[src/rtl/tx_level_mapper.sv]
// Transmit-side 16-QAM Gray level mapper with a windowed mean-I^2 power meter.
// Levels scale with a reference level that only changes at window boundaries.

module tx_level_rail (
  input  logic        [1:0]  i_gray,
  input  logic signed [17:0] i_half,
  input  logic signed [17:0] i_outer,
  output logic signed [17:0] o_level
);
  always_comb begin
    o_level = i_outer;
    case (i_gray)
      2'b00:   o_level = -i_outer;
      2'b01:   o_level = -i_half;
      2'b11:   o_level = i_half;
      default: o_level = i_outer;
    endcase
  end
endmodule

module tx_level_mapper #(
  parameter int WIN_LOG2 = 10
) (
  input  logic               clk,
  input  logic               reset,
  input  logic               sym_ena,
  input  logic        [3:0]  sym_in,
  input  logic signed [17:0] ref_level,
  input  logic               clear,
  output logic signed [17:0] i_out,
  output logic signed [17:0] q_out,
  output logic               out_valid,
  output logic        [38:0] tx_power,
  output logic               power_valid
);
  localparam int ACC_W = 36 + WIN_LOG2;
  localparam int RAILS = 2;

  logic signed [17:0]          r_ref_active;
  logic signed [17:0]          r_i_out;
  logic signed [17:0]          r_q_out;
  logic                        r_out_valid;
  logic        [38:0]          r_tx_power;
  logic                        r_power_valid;
  logic        [ACC_W-1:0]     r_acc;
  logic        [WIN_LOG2-1:0]  r_win_cnt;

  logic signed [17:0]          w_ref_clamped;
  logic signed [17:0]          w_half;
  logic signed [18:0]          w_outer_wide;
  logic signed [17:0]          w_outer;
  logic [RAILS-1:0][17:0]      w_level;
  logic        [35:0]          w_sq;
  logic        [ACC_W-1:0]     w_acc_sum;
  logic                        w_win_last;

  assign w_ref_clamped = ref_level[17] ? 18'sd0 : ref_level;

  // Scale stays fixed for a whole window so every sample in it shares one power reference.
  always_ff @(posedge clk or posedge reset) begin
    if (reset)                r_ref_active <= '0;
    else if (r_win_cnt == '0) r_ref_active <= w_ref_clamped;
  end

  assign w_half       = r_ref_active >>> 1;
  assign w_outer_wide = {w_half[17], w_half} + {r_ref_active[17], r_ref_active};

  always_comb begin
    w_outer = w_outer_wide[17:0];
    if (w_outer_wide > 19'sd131071)       w_outer = 18'sd131071;
    else if (w_outer_wide < -19'sd131071) w_outer = -18'sd131071;
  end

  // Rail 0 takes sym_in[3:2] (I), rail 1 takes sym_in[1:0] (Q).
  for (genvar g = 0; g < RAILS; g++) begin : g_rail
    tx_level_rail u_rail (
      .i_gray  (sym_in[3-2*g -: 2]),
      .i_half  (w_half),
      .i_outer (w_outer),
      .o_level (w_level[g])
    );
  end

  always_ff @(posedge clk or posedge reset) begin
    if (reset) begin
      r_i_out     <= '0;
      r_q_out     <= '0;
      r_out_valid <= 1'b0;
    end else begin
      r_out_valid <= sym_ena;
      if (sym_ena) begin
        r_i_out <= w_level[0];
        r_q_out <= w_level[1];
      end
    end
  end

  assign w_sq       = r_i_out * r_i_out;
  assign w_acc_sum  = r_acc + ACC_W'(w_sq);
  assign w_win_last = (r_win_cnt == '1);

  // clear outranks a coincident sample: that sample is dropped and no window closes.
  always_ff @(posedge clk or posedge reset) begin
    if (reset) begin
      r_acc         <= '0;
      r_win_cnt     <= '0;
      r_tx_power    <= '0;
      r_power_valid <= 1'b0;
    end else begin
      r_power_valid <= 1'b0;
      if (clear) begin
        r_acc     <= '0;
        r_win_cnt <= '0;
      end else if (r_out_valid) begin
        if (w_win_last) begin
          r_tx_power    <= 39'(w_acc_sum >> WIN_LOG2);
          r_power_valid <= 1'b1;
          r_acc         <= '0;
          r_win_cnt     <= '0;
        end else begin
          r_acc     <= w_acc_sum;
          r_win_cnt <= r_win_cnt + WIN_LOG2'(1);
        end
      end
    end
  end

  assign i_out       = r_i_out;
  assign q_out       = r_q_out;
  assign out_valid   = r_out_valid;
  assign tx_power    = r_tx_power;
  assign power_valid = r_power_valid;
endmodule

[config.mk]
export PLATFORM = sky130hd
export DESIGN_NAME = tx_level_mapper
export DESIGN_NICKNAME = d
export VERILOG_FILES = /design/src/rtl/tx_level_mapper.sv
export SDC_FILE = /design/constraint.sdc
export NUM_CORES = 1
export LEC_CHECK = 0
export BUFFER_PORTS_ARGS = -buffer_cell sky130_fd_sc_hd__buf_4
export CORE_ASPECT_RATIO = 1.1
export CORE_MARGIN = 5
export CORE_UTILIZATION = 58
export DETAILED_ROUTE_END_ITERATION = 8
export GPL_TIMING_DRIVEN = 0
export PLACE_DENSITY_LB_ADDON = 0.08
export RECOVER_POWER = 50
export SKIP_CTS_REPAIR_TIMING = 1
export SLEW_MARGIN = 20
export SYNTH_ARGS = -nofsm -noshare
export SYNTH_HDL_FRONTEND = slang
export SYNTH_SLANG_ARGS = --single-unit
export TNS_END_PERCENT = 20
[constraint.sdc]
create_clock -name clk -period 8.22 [get_ports clk]
set_input_delay 1.644 -clock clk [delete_from_list [all_inputs] [get_ports clk]]
set_output_delay 1.644 -clock clk [all_outputs]
set_load 0.005 [all_outputs]
* After elaboration in Yosys (flattened, before gate mapping)
Cells that the tools add are included.
** Word-level totals
- Output and inout bits :: 77
- Bits of input ports :: 26
- Register bits after elaboration :: 147
** Cells by class
- Bitwise logic cells :: 1
- Reductions and logical operators :: 5
- Add/subtract/negate cells :: 5
- $lt $le $gt $ge :: 2
- Equal/unequal tests :: 5
- Multiplexer cells :: 14
- Multipliers :: 1
** Operators by type and width (number)
- 2-to-1 mux 46 bit :: 3
- one-hot mux 18 bit (3 select lines) :: 2
- adder 46 x 36 -> 46 bit :: 1
- multiplier 18 x 18 -> 36 bit :: 1
- 2-to-1 mux 18 bit :: 2
- 2-to-1 mux 10 bit :: 3
- greater-than comparator 19 x 18 -> 1 bit, second input constant :: 1
- < comparator 19 x 18 -> 1 bit, second input constant :: 1
- adder 16 x 17 -> 18 bit :: 1
- negation 16 -> 18 bit :: 1
- negation 18 bit :: 1
- 2-to-1 mux 17 bit :: 1
- adder 10 x 1 -> 10 bit, second input constant :: 1
- == test 10 bit, second input constant :: 1
- logical NOT 10 bit :: 1
- == test 2 x 1 -> 1 bit, second input constant :: 2
- == test 2 bit, second input constant :: 2
- logical NOT 2 bit :: 2
- 2-to-1 mux 1 bit :: 3
- AND reduction 3 bit :: 1
- nonzero test 2 bit :: 1
- NOT 1 bit :: 1

* Depth between registers and ports, before layout
Gate-level depths: netlist of run 1.
- Word-level depth :: 6
- Gate-level depth with buffers :: 37

* Cells and area by module
From an unflattened synthesis of run 1, not the netlist that was laid out.
** Unflattened totals
- Cells, all modules :: 2349
- Area, all modules :: 21369.2 µm²
** By module, submodules not included
- tx_level_mapper :: area an instance 19299.8 µm², cells each 2037, instances 1
- tx_level_rail :: area an instance 1034.7 µm², cells each 156, instances 2

* Least setup slack after synthesis of run 1
Ideal clock, no wire load.
- Kind :: register -> register
- From :: register r_i_out[17] (netlist: i_out[17])
- To :: register r_acc[41]
- Data required time :: 8.151 ns
- Arrival :: 8.555 ns
- Stages on the path, launching flop included :: 30
- Slack :: -0.403 ns
- Buffers on the path :: 2
- Library setup time :: 0.069 ns
- Path through :: dfrtp_1 clkbuf_1 inv_1 buf_1 nor2_1 fa_1 fa_1 fa_1 fa_1 fa_1 inv_1 fa_1 inv_1 ha_1 and3_1 a31oi_1 o21ai_0 a211oi_1 nor2_1 a2111oi_0 o21bai_1 a21oi_1 o311ai_0 ha_1 nand4_1 or3_1 o211a_1 or3b_2 or3_1 nand3_1
** Between the ends
- Cells in the longest elaborated chain, start to end :: 5
** RTL lines
- from (decl) :: line 40 : logic signed [17:0] r_i_out;
- from (signal assigned) :: line 92 : r_i_out <= w_level[0];
- multiplier 18 x 18 -> 36 bit :: line 98 : assign w_sq = r_i_out * r_i_out;
- adder 46 x 36 -> 46 bit :: line 99 : assign w_acc_sum = r_acc + ACC_W'(w_sq);
- 2-to-1 mux 46 bit :: line 115 : if (w_win_last) begin
- 2-to-1 mux 46 bit :: line 114 : end else if (r_out_valid) begin
- 2-to-1 mux 46 bit :: line 111 : if (clear) begin
- to (signal assigned) :: line 121 : r_acc <= w_acc_sum;
- to (decl) :: line 45 : logic [ACC_W-1:0] r_acc;
Every way passes these cells. The select of a mux whose other input is x is not followed.
A chain may end at the register's enable or synchronous reset.

* Final worst setup path of run 1
- From :: register r_i_out[4] (netlist: i_out[4])
- To :: register r_acc[43]
Same word-level chain as after synthesis.

==> results_dict.tcl, run 1 <==
set metrics [dict create \
    drt.antenna.violating_nets 0 \
    required_ns 8.61 \
    cts_tree "done" \
    fillers 3040 \
    crit_fanout 6 \
    grt_max_degree 87 \
    syn_area_per_cell_um2 8.75 \
    clockBufferDepth 2 \
    final_layout_size_suffix_gt1_share_pct 16.9 \
    rows 74 \
    critPathCaptureType "flip-flop" \
    drv_slew 62 \
    grt_pass1_wl_um 98300 \
    hold-worst-slack_ns 0.477 \
    multi_input_area_um2 16600 \
    gp_congestion 0.941 \
    worstSkewPairLatency_ns 0.47 \
    yosysTopAreaCell "fa_1" \
    max_freq_mhz 116 \
    crit_arrival_ns 9.00 \
    dieHeight_um 213 \
    cp_slowest_cell "fa_1" \
    yosysWarnings 0 \
    place_hpwl_um 49200 \
    die_x_um 194 \
    numCtsBuffers 17 \
    htree_levels 4 \
    grt_antenna_before_repair 2 \
    synth_edf_count 0 \
    slew_headroom_pct -90.8 \
    yosys-top-cells-area "fa_1 28%, dfrtp_1 17%, ha_1 11%" \
    root_buffer "clkbuf_16" \
    wirelength_um 63100 \
    grt.overflow.total 0 \
    finalCritPeriodShare_pct 105 \
    grt_pass1_vias 18654 \
    vias_per_cell 5.76 \
    start_kind "flip-flop" \
    ys_seq_area_share_pct 16.9 \
    drtIter0Drc 1319 \
    track_usage_pct 30.0 \
    ys_ff_latch 147 \
    drc_errors 0 \
    die_area_um2 41400 \
    rsz0062_at_grt "yes" \
    clk_pin_slew_worst_paths_ns 0.08 \
    worst_slack_ns -0.392 \
    status "finished, violations left" \
    cts_sinks 147 \
    hold_violations 0 \
    setup_viol 14 \
    period_minus_slack_ns 8.61 \
    wl_per_cell_um 19.8 \
    hold_class "flip-flop to flip-flop" \
    finalNetCount 3184 \
    crit_type "flip-flop to flip-flop" \
    synthDistinctLibCells 88 \
    async_flop_share_pct 100 \
    io_pins 103 \
    drv_cap 1 \
    tightest_slew_ns 2.85 \
    synth.most_common_cell "inv_1" \
    crit_top_cell "fa_1" \
    initial_core_util_pct 58.6 \
    ys_top_cells_by_count "471 x inv_1, 300 x fa_1, 254 x nand2_1, 183 x ha_1, 147 x dfrtp_1" \
    seq_area_um2 3700 \
    finClkSkew_ns 0.0232 \
    dr_total_vias 18348 \
    syn_area_um2 21700 \
    violations "capacitance limit, slew limit, setup timing" \
    area_delta_synth_final_pct 17.5 \
    core_region_area_um2 37000 \
    slowest_delay_ns 0.57 \
    port-buffer-count 94 \
    drt_first_pass_iters 5 \
    post-synth-top-area-fraction_pct 27.7 \
    ys.flop_type "dfrtp_1" \
    synthCells 2480 \
]
## worst paths after layout
kind	end	depth (start not counted)	startpoint	slack (ns)
max reg2reg	r_acc[43]	33	i_out[4]	-0.39
min	tx_power[25]	2	tx_power[25]	0.48
max in group asynchronous	i_out[11]	3	reset	4.92
max	r_acc[43]	33	i_out[4]	-0.39
min reg2reg	tx_power[25]	2	tx_power[25]	0.48
min in group asynchronous	r_acc[45]	2	reset	1.99
## logic make-up after synthesis
group | after synthesis | share of synthesized area, %
buffers and inverters | 573 | 10.2
AND/OR/NAND/NOR | 631 | 13.8
adder cells (fa/ha/maj) | 483 | 38.2
XOR/XNOR | 134 | 5.41
flip-flops | 147 | 16.9
other | 1 | 0.0173
multiplexers | 19 | 0.957
AO/OA/AOI/OAI | 492 | 14.5
## layout by cell type, fill, tap and decap left out, drive strengths merged, types with 41 or more instances in the layout
cell and instances:
a21oi 146, nand2 254, xnor2 96, clkbuf 87
fa 300, nor2 125, dfrtp 147, buf 203
inv 469, a21o 47, nand3 41, and2 46
o21ai 118, ha 183
## layout make-up
type / instances / area share [%]
multi-input combinational: 1762 / 65.2
inverter: 472 / 7.12
tap: 494 / 2.42
sequential: 147 / 14.5
antenna: 1 / 0.00981
timing repair buffer: 185 / 6.06
clock buffer: 17 / 1.67
buffer: 90 / 2.37
clock inverter: 15 / 0.638
## sequential cells by signal, indices dropped and copies added (netlist names)
register	cells
r_win_cnt	10
tx_power	36
q_out	18
r_ref_active	17
power_valid	1
i_out	18
r_acc	46
out_valid	1
## worst max-delay path: cells and delay by family, from the launching register on
family	cells	cell delay, ns
XOR/XNOR	2	0.31
flip-flops	1	0.43
buffers and inverters	6	0.75
AND/OR/NAND/NOR	6	1.29
AO/OA/AOI/OAI	11	2.26
adder cells (fa/ha/maj)	8	3.48
## metal layers
layer / global-route usage [%] / up-vias / part of all wire (%)
met5: 0 / - / 0.021
met4: 11.7 / 2 / 4.6
met3: 4.80 / 186 / 5.9
met2: 51.1 / 667 / 49
met1: 38.7 / 9085 / 40
li1: - / 8408 / -
## through the flow
step | util (%) | std cells | TNS [ns] | setup WS, ns | cell area (um2)
floorplan | - | 2482 | 0 | 0.0432 | 21700
global placement | 62.3 | 3070 | -52.23 | -1.76 | 23100
detailed placement | 62.4 | 3071 | -58.61 | -1.91 | 23100
CTS | 64.0 | 3103 | -60.79 | -1.98 | 23700
global route | 68.8 | 3182 | -10.34 | -0.642 | 25500
finish | 68.9 | 3183 | -2.22 | -0.392 | 25500
Power of run 1 is left out: the tool's default activity adds up to more than one toggle a clock period on the data nets, which glitch-free logic cannot reach.
==> inputs of run 2 (changes only) <==
--- a/config.mk
+++ b/config.mk
@@ -12,7 +12,6 @@
 export DETAILED_ROUTE_END_ITERATION = 8
 export GPL_TIMING_DRIVEN = 0
 export PLACE_DENSITY_LB_ADDON = 0.08
-export RECOVER_POWER = 50
 export SKIP_CTS_REPAIR_TIMING = 1
 export SLEW_MARGIN = 20
 export SYNTH_ARGS = -nofsm -noshare
==> results_dict.tcl, run 2 (synthesis gave the netlist of run 1 again) <==
set metrics [dict create \
    status "finished, violations left" \
    violations "setup timing" \
    cts_tree "done" \
    pre_cts_ws_ns -1.91 \
    critPathCaptureType "flip-flop" \
    cp_slowest_cell "fa_1" \
    max_freq_mhz 116 \
    core_region_area_um2 37000 \
    io_pins 103 \
    crit_type "flip-flop to flip-flop" \
    final_cell_mix "446 x inv_1, 287 x fa_1, 245 x nand2_1" \
    final_common_cell "inv_1" \
    r2r-start "i_out[4]" \
    dr_total_vias 18314 \
    place_hpwl_um 49200 \
    required_ns 8.61 \
    clockBufferDepth 2 \
    finClkSkew_ns 0.0203 \
    r2r_cells 33 \
    numCtsBuffers 17 \
    setup_viol 13 \
    tightest_slew_ns 0.802 \
    start_kind "flip-flop" \
    dieHeight_um 213 \
    track_usage_pct 30.0 \
    slowest_delay_ns 0.58 \
    largest_reg_flops 46 \
    initial_core_util_pct 58.6 \
    die_area_um2 41400 \
    grt_max_degree 87 \
    critPathLaunch "i_out[4]" \
    hold-worst-slack_ns 0.478 \
    clk_pin_slew_worst_paths_ns 0.08 \
    finalCritPeriodShare_pct 104 \
    drc_errors 0 \
    htree_levels 4 \
    area_delta_synth_final_pct 17.5 \
    drt_first_pass_iters 6 \
    final_layout_size_suffix_gt1_share_pct 17.0 \
    root_buffer "clkbuf_16" \
    crit_arrival_ns 8.98 \
    hold_class "flip-flop to flip-flop" \
    grt_antenna_before_repair 2 \
    gp_congestion 0.941 \
    critPathCapture "r_acc[43]" \
    ff2ff_setup_slack_ns -0.37 \
    drtIter0Drc 1252 \
    grt.overflow.total 0 \
    crit_top_cell "fa_1" \
    drv_cap 0 \
    r2r_end "r_acc[43]" \
    drv_slew 0 \
    finalNetCount 3184 \
    wirelength_um 63100 \
    grt_pass1_wl_um 98300 \
    worst_slack_ns -0.367 \
    wl_per_cell_um 19.8 \
    cts_sinks 147 \
    die_x_um 194 \
    hold_violations 0 \
    port-buffer-count 94 \
    grt_pass1_vias 18654 \
    slew_headroom_pct 46.5 \
    period_minus_slack_ns 8.59 \
    rows 74 \
    worstSkewPairLatency_ns 0.47 \
    vias_per_cell 5.75 \
    fillers 3035 \
    crit_fanout 6 \
    rsz0062_at_grt "yes" \
    drt.antenna.violating_nets 0 \
    largest_register "r_acc" \
]
-- run 2: how the worst min path moves through the flow --
stage	from	slack, ns	endpoint	depth (start not counted)
floorplan	r_acc[15]	0.46	r_acc[15]	2
global placement	tx_power[9]	0.46	tx_power[9]	2
detailed placement	tx_power[25]	0.47	tx_power[25]	2
CTS	tx_power[25]	0.48	tx_power[25]	2
global route	q_out[5]	0.50	q_out[5]	1
finish	tx_power[25]	0.48	tx_power[25]	2
-- run 2: layout make-up --
type                            instances  area [um2]  area share, %
Antenna cell                            1        2.50        0.00981
Inverter                              472        1820           7.14
Clock inverter                         15         163          0.638
Clock buffer                           17         425           1.67
Multi-Input combinational cell       1762       16600           65.2
Sequential cell                       147        3700           14.5
Buffer                                 90         604           2.37
Timing Repair Buffer                  185        1550           6.09
Tap cell                              494         618           2.42
-- run 2: layer usage --
metal	track usage, %	wire [um]	up-vias
li1	-	-	8407
met1	38.7	25400	9083
met2	51.1	31100	645
met3	4.80	3710	177
met4	11.7	2900	2
met5	0	13	-
-- run 2: stage by stage --
| step | util [%] | std cells | TNS, ns | cell area (um2) |
|---|---|---|---|---|
| floorplan | - | 2482 | 0 | 21700 |
| global placement | 62.3 | 3070 | -52.23 | 23100 |
| detailed placement | 62.4 | 3071 | -58.61 | 23100 |
| CTS | 64.0 | 3103 | -60.79 | 23700 |
| global route | 68.9 | 3182 | -10.34 | 25500 |
| finish | 68.9 | 3183 | -2.10 | 25500 |
-- run 2: critical path: cells and delay by family, from the launching register on --
family	cells	cell delay (ns)
xor gates and xnor gates	2	0.31
adders and majority gates	8	3.49
DFF	1	0.43
AOI/OAI and AO/OA	11	2.24
and+or+nand+nor	6	1.29
buffers and inverters	6	0.75
Power of run 2 is left out for the same reason.
